File: src/rtl/jk_pkg.sv
// Shared encodings for the JK sequence driver: FSM states and j/k excitation codes.
package jk_pkg;

  localparam logic [1:0] ST_IDLE  = 2'd0;
  localparam logic [1:0] ST_SYNC  = 2'd1;
  localparam logic [1:0] ST_DRIVE = 2'd2;
  localparam logic [1:0] ST_DRAIN = 2'd3;

  // {j,k} pairs
  localparam logic [1:0] JK_HOLD = 2'b00;
  localparam logic [1:0] JK_SET  = 2'b10;
  localparam logic [1:0] JK_RST  = 2'b01;
  localparam logic [1:0] JK_TGL  = 2'b11;

endpackage

File: src/rtl/jk_excite.sv
// Combinational j/k excitation needed to move a JK flop from q_now_i to q_next_i.
module jk_excite
  import jk_pkg::*;
(
  input  logic       q_now_i,
  input  logic       q_next_i,
  input  logic       use_toggle_i,
  output logic [1:0] jk_o
);

  always_comb begin
    jk_o = JK_HOLD;
    if (q_now_i != q_next_i) begin
      if (use_toggle_i) jk_o = JK_TGL;
      else              jk_o = q_next_i ? JK_SET : JK_RST;
    end
  end

endmodule

File: src/rtl/jk_seq_driver.sv
// Plays a WIDTH-bit target pattern into an external JK flop, LSB first, and
// counts mismatches between the fed-back q and the intended sequence.
//
// state | meaning
// IDLE  | j=k=0, pat_ready=1, waiting for a pattern
// SYNC  | one cycle, captures the flop's current q as the starting point
// DRIVE | WIDTH cycles, one bit of excitation per cycle
// DRAIN | two cycles, lets the last checks land, then pulses done
module jk_seq_driver
  import jk_pkg::*;
#(
  parameter int WIDTH      = 8,
  parameter int USE_TOGGLE = 0,
  parameter int CNT_W      = 6
) (
  input  logic             clk,
  input  logic             rst,
  input  logic             pat_valid,
  input  logic [WIDTH-1:0] pat_data,
  output logic             pat_ready,
  output logic             j,
  output logic             k,
  input  logic             q_fb,
  output logic             busy,
  output logic             done,
  output logic             match,
  output logic [CNT_W-1:0] err_cnt
);

  localparam int IDX_W = (WIDTH > 1) ? $clog2(WIDTH) : 1;
  localparam logic [IDX_W-1:0] IDX_LAST = IDX_W'(WIDTH - 1);

  logic [1:0]       state_q,   state_d;
  logic [WIDTH-1:0] shreg_q,   shreg_d;
  logic [IDX_W-1:0] idx_q,     idx_d;
  logic             q_model_q, q_model_d;
  logic [1:0]       jk_q,      jk_d;
  logic [1:0]       exp_q,     exp_d;
  logic [1:0]       chk_v_q,   chk_v_d;
  logic [CNT_W-1:0] err_cnt_q, err_cnt_d;
  logic             done_q,    done_d;
  logic             match_q,   match_d;
  logic             drain_q,   drain_d;

  logic       bit_cur;
  logic [1:0] jk_exc;

  assign bit_cur = shreg_q[idx_q];

  jk_excite u_excite (
    .q_now_i      (q_model_q),
    .q_next_i     (bit_cur),
    .use_toggle_i (USE_TOGGLE != 0),
    .jk_o         (jk_exc)
  );

  always_comb begin
    state_d   = state_q;
    shreg_d   = shreg_q;
    idx_d     = idx_q;
    q_model_d = q_model_q;
    jk_d      = JK_HOLD;
    exp_d     = {exp_q[0], bit_cur};
    chk_v_d   = {chk_v_q[0], 1'b0};
    err_cnt_d = err_cnt_q;
    done_d    = 1'b0;
    match_d   = match_q;
    drain_d   = drain_q;

    // Stage 1 holds the bit the flop is being asked to reach; stage 2 lines it up with q_fb.
    if (chk_v_q[1] && (q_fb != exp_q[1]) && (err_cnt_q != '1))
      err_cnt_d = err_cnt_q + CNT_W'(1);

    case (state_q)
      ST_IDLE: begin
        if (pat_valid) begin
          shreg_d   = pat_data;
          idx_d     = '0;
          err_cnt_d = '0;
          state_d   = ST_SYNC;
        end
      end
      ST_SYNC: begin
        q_model_d = q_fb;
        state_d   = ST_DRIVE;
      end
      ST_DRIVE: begin
        jk_d       = jk_exc;
        chk_v_d[0] = 1'b1;
        q_model_d  = bit_cur;
        idx_d      = idx_q + IDX_W'(1);
        if (idx_q == IDX_LAST) begin
          drain_d = 1'b0;
          state_d = ST_DRAIN;
        end
      end
      default: begin
        if (drain_q) begin
          done_d  = 1'b1;
          match_d = (err_cnt_d == '0);
          state_d = ST_IDLE;
        end else begin
          drain_d = 1'b1;
        end
      end
    endcase
  end

  always_ff @(posedge clk) begin
    if (rst) begin
      state_q   <= ST_IDLE;
      shreg_q   <= '0;
      idx_q     <= '0;
      q_model_q <= 1'b0;
      jk_q      <= JK_HOLD;
      exp_q     <= '0;
      chk_v_q   <= '0;
      err_cnt_q <= '0;
      done_q    <= 1'b0;
      match_q   <= 1'b0;
      drain_q   <= 1'b0;
    end else begin
      state_q   <= state_d;
      shreg_q   <= shreg_d;
      idx_q     <= idx_d;
      q_model_q <= q_model_d;
      jk_q      <= jk_d;
      exp_q     <= exp_d;
      chk_v_q   <= chk_v_d;
      err_cnt_q <= err_cnt_d;
      done_q    <= done_d;
      match_q   <= match_d;
      drain_q   <= drain_d;
    end
  end

  assign pat_ready = (state_q == ST_IDLE);
  assign busy      = (state_q != ST_IDLE);
  assign j         = jk_q[1];
  assign k         = jk_q[0];
  assign done      = done_q;
  assign match     = match_q;
  assign err_cnt   = err_cnt_q;

endmodule

File: config.mk
export PLATFORM = sky130hd
export DESIGN_NAME = jk_seq_driver
export DESIGN_NICKNAME = d
export VERILOG_FILES = /design/src/rtl/jk_pkg.sv /design/src/rtl/jk_excite.sv /design/src/rtl/jk_seq_driver.sv
export SDC_FILE = /design/constraint.sdc
export NUM_CORES = 1
export LEC_CHECK = 0
export CAP_MARGIN = 20
export CORE_AREA = 8 8 68 70
export CTS_CLUSTER_SIZE = 20
export DETAILED_ROUTE_END_ITERATION = 8
export DIE_AREA = 0 0 76 78
export PLACE_DENSITY = 0.65
export SLEW_MARGIN = 20
export SYNTH_ARGS = -nofsm -noshare
export SYNTH_HDL_FRONTEND = slang
export SYNTH_HIERARCHICAL = 1
export SYNTH_SLANG_ARGS = --single-unit
File: constraint.sdc
create_clock -name clk -period 5.7 [get_ports clk]
set_clock_uncertainty 0.15 [all_clocks]
set_input_delay 1.71 -clock clk [delete_from_list [all_inputs] [get_ports clk]]
set_output_delay 1.71 -clock clk [all_outputs]
set_load 0.1 [all_outputs]
==> qor.yml <==
yosys:
  synth_area_um2: 1370
  dominantRegCellSynth: "dfxtp_1"
  synth_area_per_cell_um2: 8.80
  yosysSeqAreaShare_pct: 42.3
  synth.largest_area_cell: "dfxtp_1"
  synth_cell_type_count: 39
  synth_cells: 156
  async_flop_share_pct: 0
  yosys.area.top_type_share_pct: 42.3
  yosysWarnings: 6
  synthTopCellsByArea: "dfxtp_1 (42%), ha_1 (6.4%), nand2_1 (6.3%)"
  synth_commonest_cells: "dfxtp_1 (29), nand2_1 (23), nor2_1 (15)"
  synth-seq-cells: 29
  synth_edf_count: 0
  synthMostInstantiatedCell: "dfxtp_1"
clocking:
  cts_resized: 0
  cts.hold.buffers_added: 0
  numCtsBuffers: 5
  htree_levels: 2
  clock_sinks: 29
  root_buffer: "clkbuf_4"
  cts_setup_buffers: 0
  path_clk_slew_ps: 90
  clock_path_buffers: 2
  cts_tree: "yes"
  clkLatencyLatePin_ps: 320
timing:
  tightest_slew_ps: 977
  tns_ps: 0
  slew_viol_final: 0
  hold_viol_final: 0
  fmax_mhz: 238
  period_share_pct: 73.8
  grt_setup_unrepaired: "false"
  period_needed_ps: 4210
  slew_headroom_pct: 34.6
  hold_slack_ps: 294
  final-setup-viol-count: 0
layout:
  nNetsFinal: 199
  drive_above_1_share_pct: 8.84
  area_delta_synth_final_pct: 23.4
  utilization_pct: 47.7
  antenna_cells: 0
route:
  drtAntennaViolNets: 0
  dr.first_iter.drc_count: 26
  wire_per_inst_um: 12.4
  dr_total_vias: 1130
  drc_errors: 0
  vias_per_cell: 4.93
  wl_mm: 2.83
  first_pass_iters: 4
pwr:
  p_leak_nw: 0.647
  ir_worst_vdd_v: 0.000265
  p_int_mw: 0.361
  pwr-share-seq_pct: 39.7
  pwr-share-comb_pct: 41.9
  switching_share_pct: 43.2
  pwr-share-clk_pct: 18.4
  powerDensity_nw_per_um2: 375
  power_switching_mw: 0.275
job:
  maxCapViolations: 0
floorplan:
  die_w_um: 76
  die_area_um2: 5930
  core.rowCount: 22
  initial_utilization_pct: 38.7
  io_pins: 24
  dieHeight_um: 78
  core_area_um2: 3550
global_routing:
  grt_overflow: 0
  grt_max_degree: 24
  track_usage_pct: 10.6
  grt_antenna_before_repair: 0
  grt_first_pass_wirelength_mm: 5.26
  grt_pass1_vias: 1191
setup_path:
  critPathMaxFanout: 10
  start_kind: "flip-flop"
  crit_required_ps: 3840
  arrival_ps: 2350
  crit_type: "flip-flop to output pin"
  end_kind: "output pin"
run_status:
  status: "completed"
place:
  io_buffers: 23
  hpwl_mm: 2.18
  gp_congestion: 0.766
worst_hold_path:
  hold_path.class: "flip-flop to flip-flop"
-- placed cells by master, fill, tap and decap left out, types with 2 or more instances in the layout --
master | netlist | layout
conb_1 | 1 | 2
mux4_2 | 2 | 2
nand2b_1 | 3 | 3
mux2i_1 | 6 | 6
inv_1 | 8 | 8
nand3b_1 | 2 | 2
o21ai_0 | 4 | 4
a31oi_1 | 2 | 2
a21oi_1 | 14 | 14
dfxtp_1 | 29 | 29
ha_1 | 7 | 7
clkdlybuf4s50_1 | 0 | 23
nor2_1 | 15 | 15
nand3_1 | 3 | 3
nand2_1 | 23 | 23
and2_1 | 3 | 3
clkinv_2 | 0 | 2
a32oi_1 | 2 | 2
clkbuf_4 | 0 | 5
nor2b_1 | 3 | 3
nor3_1 | 3 | 3
-- final timing paths --
check / from / to / slack [ps] / cells after the start
max reg2reg: err_cnt[0] / match / 3670 / 6
max: state_q[0] / busy / 1490 / 4
min: chk_v_q[0] / chk_v_q[1] / 290 / 1
min reg2reg: chk_v_q[0] / chk_v_q[1] / 290 / 1
-- registers in the layout, indices dropped and copies added, names as in the netlist, 2 cells and up --
| register | count |
|---|---|
| chk_v_q | 2 |
| err_cnt | 6 |
| exp_q | 2 |
| idx_q | 3 |
| jk_q | 2 |
| shreg_q | 8 |
| state_q | 2 |
-- power by group through the flow --
stage,Combinational [mW],Sequential (mW),Clock (mW)
final,0.266,0.252,0.117
after global routing,0.294,0.257,0.132
after CTS,0.269,0.253,0.123
after detailed placement,0.268,0.257,0
after global placement,0.260,0.255,0
after floorplan,0.198,0.267,0
-- per-stage QoR --
stage          cell area [µm²]  worst slack (ps)  cells  power, mW
6_report                  1690              1490    229      0.636
2_1_floorplan             1380              1910    157      0.465
4_1_cts                   1690              1460    229      0.645
3_5_place_dp              1640              1830    221      0.525
3_3_place_gp              1640              1880    221      0.516
5_1_grt                   1690              1350    229      0.684
-- layer usage --
metal  GRT usage [%]  wire [µm]  vias up  share of wire (%)
met5               0          0        -                  0
met3            5.18        199        5                7.0
met1            11.5       1240      515                 44
met2            17.9       1360       30                 48
li1                -          -      580                  -
met4            2.94         35        0                1.2
-- cell families (layout without fill, tap and decap cells) --
| logic type | after synthesis | after routing | synth area share, % |
|---|---|---|---|
| multiplexers | 8 | 8 | 7.66 |
| flip-flops | 29 | 29 | 42.3 |
| AND/OR/NAND/NOR | 63 | 63 | 22.2 |
| adder cells (fa/ha/maj) | 7 | 7 | 6.38 |
| buffers and inverters | 15 | 39 | 4.19 |
| other | 1 | 2 | 0.273 |
| AO/OA/AOI/OAI | 30 | 30 | 14.5 |
| XOR/XNOR | 3 | 3 | 2.46 |
-- final cells by class --
type	count	area, µm²
fill	341	1860
multi-input combinational	113	738
clock buffer	5	37.5
clock inverter	3	17.5
inverter	8	30.0
timing repair buffer	23	230
tap	48	60.1
sequential	29	581
-- worst max-delay path: stages, from the launching register on --
cell             delay (ps)
dfxtp_1                 390
inv_1                    80
ha_1                    310
inv_1                   110
clkdlybuf4s50_1        1140
(Power assumes the default switching activity.)
==> patch 1, RTL diff (same flow settings) <==
Set the parameter `CNT_W` to 7 (it was 6).
--- a/src/rtl/jk_seq_driver.sv
+++ b/src/rtl/jk_seq_driver.sv
@@ -11,7 +11,7 @@
 #(
   parameter int WIDTH      = 8,
   parameter int USE_TOGGLE = 0,
-  parameter int CNT_W      = 6
+  parameter int CNT_W      = 7
 ) (
   input  logic             clk,
   input  logic             rst,
Interface: changed (resized err_cnt); port bits go from 24 to 25. The function was not compared with the original's and may differ.
==> patch 1 against the original RTL <==
  * Worst setup slack improved by 0.0016 ns
  * Clock power rose by 13%
  * Global-route usage fell by 0.10 points
  * Cell area rose by 3.1%
  * Critical path depth did not move
  * First-iteration DRC count rose by 65%
  * Wire length rose by 2.1%
  * Fmax barely moved
  * Cell count rose by 2.6%
  * Synthesized area rose by 3.7%
  * Power rose by 4.2%
  * Synthesized cell count rose by 2.6%
  * Sequential cell count rose by 1
  * Largest cell class unchanged
==> patch 1: results <==
metrics = {
    "outcome": {
        "status": "completed",
    },
    "synth": {
        "ys_async_sr_fraction": 0,
        "seq_area_frac_synth": 0.422,
        "yosysUniqueCellTypes": 41,
        "synth_area_leaders": "dfxtp_1, nand2_1, ha_1",
        "synth.cells.most_frequent": "dfxtp_1, nand2_1, nor2_1",
    },
    "final_layout": {
        "drive_above_1_share": 0.0642,
        "largest_register": "shreg_q",
        "n_antenna_cell": 0,
        "largest_reg_flops": 8,
        "nets": 205,
        "fillerInstances": 328,
    },
    "pwr": {
        "peakVddDrop_mv": 0.453,
        "leakagePower_uw": 0.000693,
    },
    "global_route": {
        "grt_pass1_vias": 1185,
        "antenna_found_initial": 0,
        "grt_use_total": 0.105,
        "grt_pass1_wl_um": 5300,
        "grt_max_degree": 24,
    },
    "cts": {
        "ctsHtreeMaxLevel": 2,
        "post_cts.repair.setup_buffers": 0,
        "clk_path_buf_depth": 2,
        "worstSkewPairLatency_ns": 0.32,
    },
    "worst_setup_path": {
        "rr_startpoint": "err_cnt[0]",
        "critPathTopFamily": "buffers and inverters",
        "reg2reg_depth": 6,
        "rrSetupSlack_ns": 3.79,
        "crit_fanout": 10,
        "cp_slowest_stage_delay_ns": 1.14,
    },
    "place": {
        "hpwl_um": 2220,
        "place.port_buffers": 24,
        "place.gp.congestion": 0.803,
    },
    "routing": {
        "drtIter0Drc": 43,
        "via_per_inst": 4.93,
        "wire_per_inst_um": 12.3,
        "drt_pass1_iterations": 4,
    },
    "worst_hold_path": {
        "hp-class": "reg2reg",
    },
    "timing": {
        "max-slew-margin-rel": 0.344,
    },
}
[patch 1: cell count changes after synthesis, moves of 3 or more]
cell | before | now
nand2_1 | 23 | 26
clkbuf_1 | 6 | 2
inv_1 | 8 | 5
xor2_1 | 1 | 5
[patch 1: metal layers]
metal / vias to the layer above / routed length (µm) / GRT usage
li1: 598 / - / -
met1: 529 / 1330 / 0.115
met2: 30 / 1360 / 0.179
met3: 2 / 190 / 0.0507
met4: 0 / 10 / 0.0235
met5: - / 0 / 0
[patch 1: cell families after synthesis]
logic type / count (synthesis) / synth area share
flip-flops: 30 / 0.422
AO/OA/AOI/OAI: 29 / 0.128
AND/OR/NAND/NOR: 66 / 0.217
buffers and inverters: 13 / 0.0501
XOR/XNOR: 6 / 0.0369
adder cells (fa/ha/maj): 7 / 0.0615
multiplexers: 8 / 0.0817
other: 1 / 0.00263
[patch 1: worst reg2reg max path: cells and delay by family, from the launching register on]
kind | cells | cell delay (ns)
flops | 1 | 0.49
compound gates | 2 | 0.45
simple gates | 2 | 0.26
mux | 1 | 0.26
fa+ha+maj | 1 | 0.25
[patch 1: worst max-delay path by stage]
stage | cells past startpoint | end | startpoint
finish | 4 | busy | state_q[0]
global route | 4 | busy | state_q[0]
CTS | 4 | busy | state_q[0]
detailed placement | 4 | busy | state_q[0]
global placement | 4 | busy | state_q[0]
floorplan | 4 | busy | state_q[0]
[patch 1: stage by stage]
stage | area, µm² | hold slack, ns | cells | setup WS [ns]
finish | 1750 | 0.297 | 235 | 1.49
global route | 1750 | 0.320 | 235 | 1.36
CTS | 1750 | 0.303 | 235 | 1.47
detailed placement | 1680 | 0.280 | 227 | 1.83
global placement | 1680 | 0.269 | 227 | 1.90
floorplan | 1430 | 0.264 | 161 | 2.07
[patch 1: report_power, final]
| group | internal (µW) | switching, µW | total (µW) |
|---|---|---|---|
| combinational | 85.8 | 184 | 270 |
| clock | 59.2 | 72.8 | 132 |
| sequential | 238 | 22.7 | 261 |
[patch 1: area by class of cell]
cell class / instances / area, µm² / area share
clock buffer: 6 / 51.3 / 0.0294
clock inverter: 2 / 12.5 / 0.00716
inverter: 7 / 26.3 / 0.0150
multi-input combinational: 118 / 756 / 0.433
sequential: 30 / 601 / 0.344
tap: 48 / 60.1 / 0.0344
timing repair buffer: 24 / 240 / 0.138
==> patch 2, RTL diff (config.mk and constraints unchanged) <==
Made on the original files. Take the reset off `shreg_q` and load it in a clocked block of its own.
--- a/src/rtl/jk_seq_driver.sv
+++ b/src/rtl/jk_seq_driver.sv
@@ -109,7 +109,6 @@
   always_ff @(posedge clk) begin
     if (rst) begin
       state_q   <= ST_IDLE;
-      shreg_q   <= '0;
       idx_q     <= '0;
       q_model_q <= 1'b0;
       jk_q      <= JK_HOLD;
@@ -121,7 +120,6 @@
       drain_q   <= 1'b0;
     end else begin
       state_q   <= state_d;
-      shreg_q   <= shreg_d;
       idx_q     <= idx_d;
       q_model_q <= q_model_d;
       jk_q      <= jk_d;
@@ -134,6 +132,10 @@
     end
   end
 
+  always_ff @(posedge clk) begin
+    shreg_q <= shreg_d;
+  end
+
   assign pat_ready = (state_q == ST_IDLE);
   assign busy      = (state_q != ST_IDLE);
   assign j         = jk_q[1];
Formal check against the unedited RTL: same outputs for any inputs over 10 cycles, from zero or initial values and one cycle with rst high; that may be too few to reach the edited logic, so the function may still have changed.
==> patch 2 against the original RTL <==
  * Hold slack got worse by 0.0041 ns
  * Power rose by 9.1%
  * Cell count fell by 10%
  * Synthesized area down 0.46%
  * Wire length down 8.4%
  * Sequential cell count stayed put
  * Sequential power is 8% higher
  * Count of clock-buffer cells in the layout up 2
  * Critical path depth stayed put
  * Worst setup slack improved by 0.027 ns
  * Via count down 11%
  * Cell area rose by 1.0%
  * Largest cell class unchanged
  * Largest power group unchanged
==> patch 2: results <==
metrics = {
    "final_layout": {
        "nets": 176,
        "largest_reg_flops": 8,
        "largest_register": "shreg_q",
        "drive_above_1_share": 0.120,
        "n_antenna_cell": 0,
    },
    "pwr": {
        "leakagePower_uw": 0.000657,
        "peakVddDrop_mv": 0.183,
        "switching_share": 0.408,
    },
    "worst_hold_path": {
        "hp-class": "reg2reg",
        "hold_depth": 1,
    },
    "cts": {
        "ctsHtreeMaxLevel": 2,
        "clk_path_buf_depth": 2,
        "cts_buffers": 5,
        "post_cts.repair.setup_buffers": 0,
        "worstSkewPairLatency_ns": 0.33,
        "cts.reportedPaths.clkPinSlew_ns": 0.09,
        "cts-root-buf": "clkbuf_4",
        "ctsResizeCount": 0,
    },
    "worst_setup_path": {
        "reg2reg_depth": 5,
        "rrSetupSlack_ns": 3.86,
        "crit_fanout": 10,
        "arrival_ns": 2.32,
    },
    "routing": {
        "drtIter0Drc": 25,
        "ant_nets": 0,
        "drc": 0,
        "route.vias.total": 1005,
        "drt_pass1_iterations": 4,
        "routed_wl_um": 2590,
        "wire_per_inst_um": 12.6,
    },
    "timing": {
        "worst_pin_slew_ns": 0.977,
    },
    "place": {
        "dpl.cell_count": 198,
        "place.gp.congestion": 0.789,
        "place.port_buffers": 23,
        "hpwl_um": 2040,
    },
    "synth": {
        "synth-edff-count": 8,
        "syn-instance-count": 130,
        "synth_area_leaders": "dfxtp_1, edfxtp_1, ha_1",
        "synth_top_area_frac": 0.308,
        "synth.cells.most_frequent": "dfxtp_1, nor2_1, edfxtp_1, mux2i_1",
        "yosys_warnings": 6,
        "yosysUniqueCellTypes": 38,
        "ys_async_sr_fraction": 0,
        "seq_area_frac_synth": 0.484,
    },
    "global_route": {
        "grt_use_total": 0.0930,
        "antenna_found_initial": 0,
        "grt_pass1_wl_um": 4520,
        "grt_max_degree": 17,
    },
    "outcome": {
        "status": "completed",
    },
}
[patch 2: power groups by stage]
stage | registers (µW) | clock network, µW | logic [µW]
2_1_floorplan | 293 | 0 | 201
3_3_place_gp | 274 | 0 | 275
3_5_place_dp | 277 | 0 | 281
4_1_cts | 272 | 146 | 283
5_1_grt | 276 | 158 | 302
6_report | 271 | 141 | 282
[patch 2: per-layer routing]
metal	GRT usage	vias to the layer above	routed length, µm
li1	-	515	-
met4	0.0412	0	41
met1	0.0855	462	1060
met5	0	-	0
met2	0.170	23	1320
met3	0.0461	5	168
[patch 2: per-stage QoR]
stage	setup WS, ns	instance area [µm²]	hold WS, ns	util
final	1.52	1710	0.290	0.482
after global routing	1.43	1710	0.320	0.482
after CTS	1.50	1710	0.297	0.482
after detailed placement	1.87	1640	0.275	0.462
after global placement	1.95	1640	0.268	0.462
after floorplan	1.92	1370	0.264	-
[patch 2: final timing paths]
kind,endpoint,from
max,busy,state_q[0]
max reg2reg,jk_q[1],idx_q[1]
min reg2reg,chk_v_q[1],chk_v_q[0]
min,chk_v_q[1],chk_v_q[0]
[patch 2: area by class of cell]
type                    count  area (µm²)
repair buffers             23         230
flip-flops and latches     29         661
inverters                   4        15.0
multi-input cells          94         676
well taps                  48        60.1
clock inverters             1        5.00
fillers                   329        1840
clock buffers               7        65.1
[patch 2: cells by family after synthesis]
kind of cell	synth area share
AO/OA/AOI/OAI	0.109
multiplexers	0.0916
XOR/XNOR	0.0247
adder cells (fa/ha/maj)	0.0641
other	0.00274
buffers and inverters	0.0247
AND/OR/NAND/NOR	0.200
flip-flops	0.484
[patch 2: critical path, cell delays in order, from the launching register on]
cell and delay, ns:
dfxtp_1 0.38, inv_1 0.09, ha_1 0.30, inv_1 0.10, clkdlybuf4s50_1 1.13
